--- src/rtl/gf_mul_acc.sv ---
// ---------------------------------------------------------------------------
// gf_mul_acc -- GF(2^M) multiply-accumulate unit
//
// Purpose:
//   Polynomial-basis multiply of in_a * in_b modulo POLY, computed bit-serially
//   (MSB of the multiplier first), one multiplier bit per clock, M clocks per
//   term. Each product is XOR-accumulated; when a term marked in_last finishes,
//   the accumulated sum is presented on out_sum with out_valid and held until
//   out_ready, and the accumulator restarts from zero.
//
// Parameters:
//   M     field width in bits (2..16)
//   POLY  irreducible polynomial, M+1 bits wide with bit M set
//
// Ports:
//   clk        rising-edge clock
//   rst_n      asynchronous active-low reset
//   in_valid   input term valid
//   in_ready   unit can accept a term (depends on state only)
//   in_a       multiplicand (M bits)
//   in_b       multiplier (M bits)
//   in_last    term closes the current accumulation
//   out_valid  out_sum valid
//   out_ready  consumer accepts out_sum
//   out_sum    XOR of all products since the last emitted result (M bits)
// ---------------------------------------------------------------------------
module gf_mul_acc #(
    parameter int         M    = 4,
    parameter logic [M:0] POLY = 5'b10011
) (
    input  logic         clk,
    input  logic         rst_n,
    input  logic         in_valid,
    output logic         in_ready,
    input  logic [M-1:0] in_a,
    input  logic [M-1:0] in_b,
    input  logic         in_last,
    output logic         out_valid,
    input  logic         out_ready,
    output logic [M-1:0] out_sum
);

    localparam int CW = (M > 1) ? $clog2(M) : 1;

    typedef enum logic [1:0] {
        S_IDLE = 2'd0,
        S_MUL  = 2'd1,
        S_OUT  = 2'd2
    } state_t;

    state_t          r_state;
    state_t          w_state_next;

    // Low while in reset and for the first edge after release, so in_ready
    // stays low until the unit is actually running.
    logic            r_live;

    logic [M-1:0]    r_a;
    logic [M-1:0]    r_b;        // shifted left each MUL cycle; MSB is the active bit
    logic            r_last;
    logic [M-1:0]    r_p;        // partial product
    logic [M-1:0]    r_acc;
    logic [M-1:0]    r_sum;
    logic [CW-1:0]   r_cnt;

    logic [M-1:0]    w_xt;       // r_p * x mod POLY
    logic [M-1:0]    w_p_next;
    logic            w_accept;
    logic            w_mul_done;

    // Multiply-by-x: shift left and fold the bit that falls off the top back
    // in through the low M bits of the polynomial.
    assign w_xt[0] = r_p[M-1] & POLY[0];
    generate
        for (genvar gi = 1; gi < M; gi++) begin : g_xt
            assign w_xt[gi] = r_p[gi-1] ^ (r_p[M-1] & POLY[gi]);
        end
    endgenerate

    assign w_p_next   = w_xt ^ (r_b[M-1] ? r_a : '0);
    assign w_accept   = in_valid && in_ready;
    assign w_mul_done = (r_cnt == '0);

    // Next-state and handshake outputs
    always_comb begin
        w_state_next = r_state;
        in_ready     = 1'b0;
        out_valid    = 1'b0;
        case (r_state)
            S_IDLE: begin
                in_ready = r_live;
                if (in_valid && r_live) begin
                    w_state_next = S_MUL;
                end
            end
            S_MUL: begin
                if (w_mul_done) begin
                    w_state_next = r_last ? S_OUT : S_IDLE;
                end
            end
            S_OUT: begin
                out_valid = 1'b1;
                if (out_ready) begin
                    w_state_next = S_IDLE;
                end
            end
            default: begin
                w_state_next = S_IDLE;
            end
        endcase
    end

    assign out_sum = r_sum;

    always_ff @(posedge clk or negedge rst_n) begin
        if (!rst_n) begin
            r_state <= S_IDLE;
            r_live  <= 1'b0;
            r_a     <= '0;
            r_b     <= '0;
            r_last  <= 1'b0;
            r_p     <= '0;
            r_acc   <= '0;
            r_sum   <= '0;
            r_cnt   <= '0;
        end else begin
            r_state <= w_state_next;
            r_live  <= 1'b1;
            case (r_state)
                S_IDLE: begin
                    if (w_accept) begin
                        r_a    <= in_a;
                        r_b    <= in_b;
                        r_last <= in_last;
                        r_p    <= '0;
                        r_cnt  <= CW'(M - 1);
                    end
                end
                S_MUL: begin
                    r_p   <= w_p_next;
                    r_b   <= r_b << 1;
                    r_cnt <= r_cnt - 1'b1;
                    if (w_mul_done) begin
                        if (r_last) begin
                            r_sum <= r_acc ^ w_p_next;
                            r_acc <= '0;
                        end else begin
                            r_acc <= r_acc ^ w_p_next;
                        end
                    end
                end
                default: begin
                end
            endcase
        end
    end

endmodule

--- config.mk ---
export PLATFORM = sky130hd
export DESIGN_NAME = gf_mul_acc
export DESIGN_NICKNAME = d
export VERILOG_FILES = /design/src/rtl/gf_mul_acc.sv
export SDC_FILE = /design/constraint.sdc
export NUM_CORES = 1
export LEC_CHECK = 0
export ABC_AREA = 0
export BUFFER_PORTS_ARGS = -buffer_cell sky130_fd_sc_hd__buf_2
export CELL_PAD_IN_SITES_DETAIL_PLACEMENT = 1
export CELL_PAD_IN_SITES_GLOBAL_PLACEMENT = 1
export CORE_ASPECT_RATIO = 1.75
export CORE_MARGIN = 1
export CORE_UTILIZATION = 44
export CTS_CLUSTER_DIAMETER = 60
export DETAILED_ROUTE_END_ITERATION = 10
export GPL_ROUTABILITY_DRIVEN = 0
export PLACE_DENSITY_LB_ADDON = 0.2
export SYNTH_ARGS = -nofsm -noshare
export SYNTH_HDL_FRONTEND = slang
export SYNTH_SLANG_ARGS = --single-unit
--- constraint.sdc ---
create_clock -name clk -period 2 [get_ports clk]
set_input_delay 0.4 -clock clk [delete_from_list [all_inputs] [get_ports clk]]
set_output_delay 0.4 -clock clk [all_outputs]
set_load 0.05 [all_outputs]
==> flow_summary.toml, run 1 <==
[worst_setup_path]
critPathMaxFanout = 6
critPathArrivalTime_ns = 1.21
critPathCaptureType = "primary output"
cp.required_ns = 1.60
cp-start-kind = "register"
critPathKind = "reg2out"

[clocking]
cts_root_buf = "clkbuf_8"
cts_sinks = 26
hold_buffers = 0
htreeDepth = 1
cts_setup_buffers = 0
cts_tree = "done"
worstSkewPairLatency_ns = 0.27
cts_buffers = 3
cts.path.max_buffers = 2
clk_pin_slew_ns = 0.08
post_cts_resize_count = 0

[cells_and_area]
layout_commonest_cell = "nand2_1"
final_nets = 156
diodes = 0
multi_input_area_um2 = 489
num-fill-cells = 291
final_cell_mix = "nand2_1 (29), dfrtp_1 (26), buf_2 (18)"
seq_area_um2 = 651
syn_to_final_growth_pct = 13.7
drive_above_1_share_pct = 17.9

[status]
status = "complete, no violations"

[timing]
fmax_ghz = 0.621
skew_ns = 0.00564
tightestPinTransition_ns = 0.589
setup_viol = 0
hold_viol = 0
hold_slack_ns = 0.121
rsz0062_at_grt = "false"
tns_ns = 0
period_share_pct = 80.6
relSlewSlack_pct = 60.7
slew_violations = 0
setup_ws_ns = 0.388
min_period_ns = 1.61

[yosys]
synth.distinct_cells = 23
syn_area_per_cell_um2 = 9.56
synth.top_cells.by_area = "dfrtp_1 (56%), nand2_1 (9.3%), nor2_1 (4.2%), mux2i_1 (3.4%), o21ai_1 (3.4%)"
ys_ff_latch = 26
yosys_warnings = 0
synth_area_leader_cell = "dfrtp_1"
syn_area_um2 = 1170
netlist.area_leader.share_pct = 55.8
ys_seq_area_share_pct = 55.8
syn_nets = 136
syn_inst = 122

[power_and_ir_drop]
powerDensity_nw_per_um2 = 1700
p_leak_nw = 0.669
ir_drop_mv = 0.648

[global_routing]
grt_remaining_overflow = 0
grt_max_degree = 27
antenna_found_initial = 0
track_usage_pct = 20.5
grt_pass1_vias = 966
grt_pass1_wl_um = 4040

[route]
routed_wl_um = 2430
drtIter0Drc = 17
vias = 896
avgViaCountPerCell = 5.40
ant_nets = 0
wl_per_cell_um = 14.6
dr.pass1.iters = 3
drc = 0

[floorplan]
core_area_um2 = 2490
io_pins = 19
dieArea_um2 = 2870
die_w_um = 40.9
die_y_um = 70.1
start_util_pct = 46.8
rows = 24

[placement]
port_buffers = 18
dp_hpwl_um = 1870
dp_slack_ns = 0.548

[job]
maxCapViolations = 0

[min_path]
worstHoldPathType = "in2async"
[cell families after synthesis]
group | after synthesis | synth area share [%]
buf+inv | 8 | 2.68
flops | 26 | 55.8
fa+ha+maj | 1 | 1.07
other cells | 1 | 0.322
xor+xnor | 9 | 7.40
compound gates | 18 | 8.05
simple gates | 54 | 20.3
mux | 5 | 4.40
[final timing paths]
path,startpoint,to,slack (ns),depth (start not counted)
max in group asynchronous,rst_n,r_acc[1],1.49,1
worst min-delay path,rst_n,out_sum[2],0.12,1
worst max-delay path,r_state[1],in_ready,0.39,2
worst max register to register,r_state[1],r_b[3],0.55,4
worst min register to register,r_a[1],r_a[1],0.48,2
min in group clk,out_ready,r_state[1],0.31,2
[stage by stage]
step	utilization, %	cell area [µm²]	std cells	power, mW
3_5_place_dp	51.6	1280	163	2.01
5_1_grt	53.2	1330	166	2.44
6_report	53.2	1330	166	2.25
3_3_place_gp	51.6	1280	163	1.92
2_1_floorplan	-	1170	122	1.73
4_1_cts	53.2	1330	166	2.29
[layout make-up]
cell class | instances | share of cell area (%)
Inverter | 4 | 1.13
Sequential cell | 26 | 49.1
Multi-Input combinational cell | 88 | 36.9
Clock buffer | 3 | 3.11
Timing Repair Buffer | 19 | 7.36
Tap cell | 26 | 2.45
[state kept, by name, indices dropped and copies added (netlist names)]
register / cells
r_acc: 4
r_p: 4
r_last: 1
r_state: 2
r_a: 4
out_sum: 4
r_b: 4
r_cnt: 2
r_live: 1
[cells in the mapped netlist (all sizes together)]
library cell	number
o21ai	15
buf	1
xnor2	5
dfrtp	26
nand3	5
nand2b	2
ha	1
clkbuf	3
nand2	29
nand3b	1
conb	1
nand4b	1
o22ai	3
and2	1
nor2	13
nand4bb	1
xor2	4
mux2i	4
nor3b	1
mux2	1
inv	4
[power breakdown]
part           leakage, nW  switching [mW]  internal (mW)  total, mW
combinational        0.336           0.656          0.397       1.05
clock               0.0216           0.154          0.135      0.288
sequential           0.311           0.167          0.744      0.911
[metal layers]
| layer | vias to the layer above | part of all wire, % | global-route usage, % |
|---|---|---|---|
| li1 | 434 | - | - |
| met1 | 441 | 39 | 21.5 |
| met2 | 16 | 57 | 36.6 |
| met3 | 5 | 2.4 | 2.86 |
| met4 | 0 | 1.9 | 7.78 |
| met5 | - | 0 | 0 |
[critical path, stage by stage (launching register included)]
cell and delay, ns:
dfrtp_1 0.44, nor3b_2 0.21, buf_2 0.29
No activity file was read; power rests on OpenSTA's default activity.
==> run 2: changes to the inputs <==
CORE_UTILIZATION = 37   (was 44)
clock period = 1.3 ns   (was 2 ns; I/O delays follow)
==> flow_summary.toml, run 2 (same netlist as run 1, synthesis figures left out) <==
[worst_setup_path]
critPathKind = "reg2out"
critPathLaunch = "r_state[1]"
reg2reg_slack_ns = -0.01
r2r_cells = 5
worstReg2RegEnd = "out_sum[2]"
cp-start-kind = "register"
critPathArrivalTime_ns = 1.13
cp-endpoint = "in_ready"
worstReg2RegStart = "r_state[1]"
cp.required_ns = 1.04
critPathMaxFanout = 3
critPathCaptureType = "primary output"

[status]
status = "finished with violations"
violations = "negative hold slack, negative setup slack"

[placement]
dp_hpwl_um = 2030
dp.cells = 185
dp_slack_ns = -0.106
port_buffers = 18

[cells_and_area]
syn_to_final_growth_pct = 36.9
multi_input_area_um2 = 581
seq_area_um2 = 654
diodes = 0
num-fill-cells = 346
final_cells = 197
drive_above_1_share_pct = 37.4
final_cell_mix = "nand2_1 (27), dfrtp_1 (23), buf_2 (16)"
layout_commonest_cell = "nand2_1"
final_nets = 170

[floorplan]
rows = 26
dieArea_um2 = 3390
start_util_pct = 39.4
io_pins = 19
die_y_um = 76.3
die_w_um = 44.4
core_area_um2 = 2960

[power_and_ir_drop]
p_sw_share_pct = 40.8
powerDensity_nw_per_um2 = 2730
p_clk_share_pct = 15.5
ir_drop_mv = 1.08
total_power_mw = 4.36
p_leak_nw = 0.765
switchingPower_mw = 1.78
internal-power_mw = 2.58
seqPwrFrac_pct = 32.5
p_comb_share_pct = 52.0

[timing]
setup_viol = 4
skew_ns = 0.00414
setup_ws_ns = -0.0881
fmax_ghz = 0.720
hold_slack_ns = -0.0222
relSlewSlack_pct = 60.6
period_share_pct = 107
min_period_ns = 1.39
hold_viol = 26
tightestPinTransition_ns = 0.592
slew_violations = 0
rsz0062_at_grt = "true"

[global_routing]
grt_pass1_vias = 1090
grt_remaining_overflow = 0
grt-busiest-layer = "met2"
track_usage_pct = 19.6
grt_pass1_wl_um = 5020
grtUsageMet3_pct = 2.13
met1_usage_pct = 22.9
grt_util_met2_pct = 35.7
grt_max_degree = 27
antenna_found_initial = 0

[clocking]
cts.path.max_buffers = 2
clk_pin_slew_ns = 0.09
cts_root_buf = "clkbuf_8"
cts_buffers = 3
cts_sinks = 26
cts_tree = "done"
htreeDepth = 1
worstSkewPairLatency_ns = 0.27

[job]
maxCapViolations = 0

[min_path]
worstHoldPathType = "in2async"

[route]
avgViaCountPerCell = 4.89
drc = 0
dr.pass1.iters = 2
ant_nets = 0
wl_per_cell_um = 14.1
routed_wl_um = 2790
vias = 963
drtIter0Drc = 16
run 2: changes by cell type in the layout (fill, tap and decap cells not counted), moves of 3 or more:
cell	change
dfrtp_1	-3
buf_4	+12
buf_6	+4
o21ai_0	-3
dfrtp_2	+3
nor2_2	+3
xor2_1	-3
nor2_1	-4
run 2: stage by stage:
step / hold WS [ns] / setup TNS [ns] / utilization, % / cell area (µm²)
finish: -0.0222 / -0.177 / 53.9 / 1600
global route: 0.0237 / -1.06 / 53.9 / 1600
CTS: 0.00295 / -0.202 / 51.6 / 1530
detailed placement: 0.300 / -0.580 / 45.8 / 1360
global placement: 0.292 / -0.0339 / 45.8 / 1360
floorplan: -0.0356 / -1.16 / - / 1180
run 2: worst min-delay path by stage:
stage / end / slack, ns / startpoint / depth (start not counted)
after floorplan: out_sum[0] / -0.04 / rst_n / 0
after global placement: r_state[1] / 0.29 / rst_n / 1
after detailed placement: out_sum[2] / 0.30 / rst_n / 1
after CTS: r_live / 0.003 / rst_n / 1
after global routing: r_cnt[1] / 0.02 / rst_n / 1
final: r_state[1] / -0.02 / rst_n / 1
run 2: timing repair:
item	4_1_cts	5_1_grt
endpoints found under the setup margin	10	25
gates resized for setup	16	12
cloned	0	0
pin swaps	3	5
buffers inserted	5	3
hold buffers	0	0
run 2: area by class of cell:
class                   count  area share (%)
flip-flops and latches     26            41.0
inverters                   4           0.940
clock inverters             1            1.88
well taps                  42            3.29
multi-input cells          88            36.4
repair buffers             33            13.9
clock buffers               3            2.59
run 2: critical path, cell delays in order (launching register included):
cell     delay [ns]
dfrtp_2        0.45
nor3b_4        0.22
buf_6          0.18
run 2: metal layers:
layer | part of all wire [%] | vias up
met3 | 1.5 | 4
met2 | 60 | 15
li1 | - | 459
met5 | 0 | -
met4 | 1.0 | 0
met1 | 37 | 485
run 2: power by group through the flow:
| stage | registers [mW] | logic, mW | clock network (mW) |
|---|---|---|---|
| after floorplan | 1.56 | 1.13 | 0 |
| after global placement | 1.39 | 1.76 | 0 |
| after detailed placement | 1.41 | 1.86 | 0 |
| after CTS | 1.40 | 2.14 | 0.684 |
| after global routing | 1.47 | 2.53 | 0.714 |
| final | 1.42 | 2.27 | 0.675 |
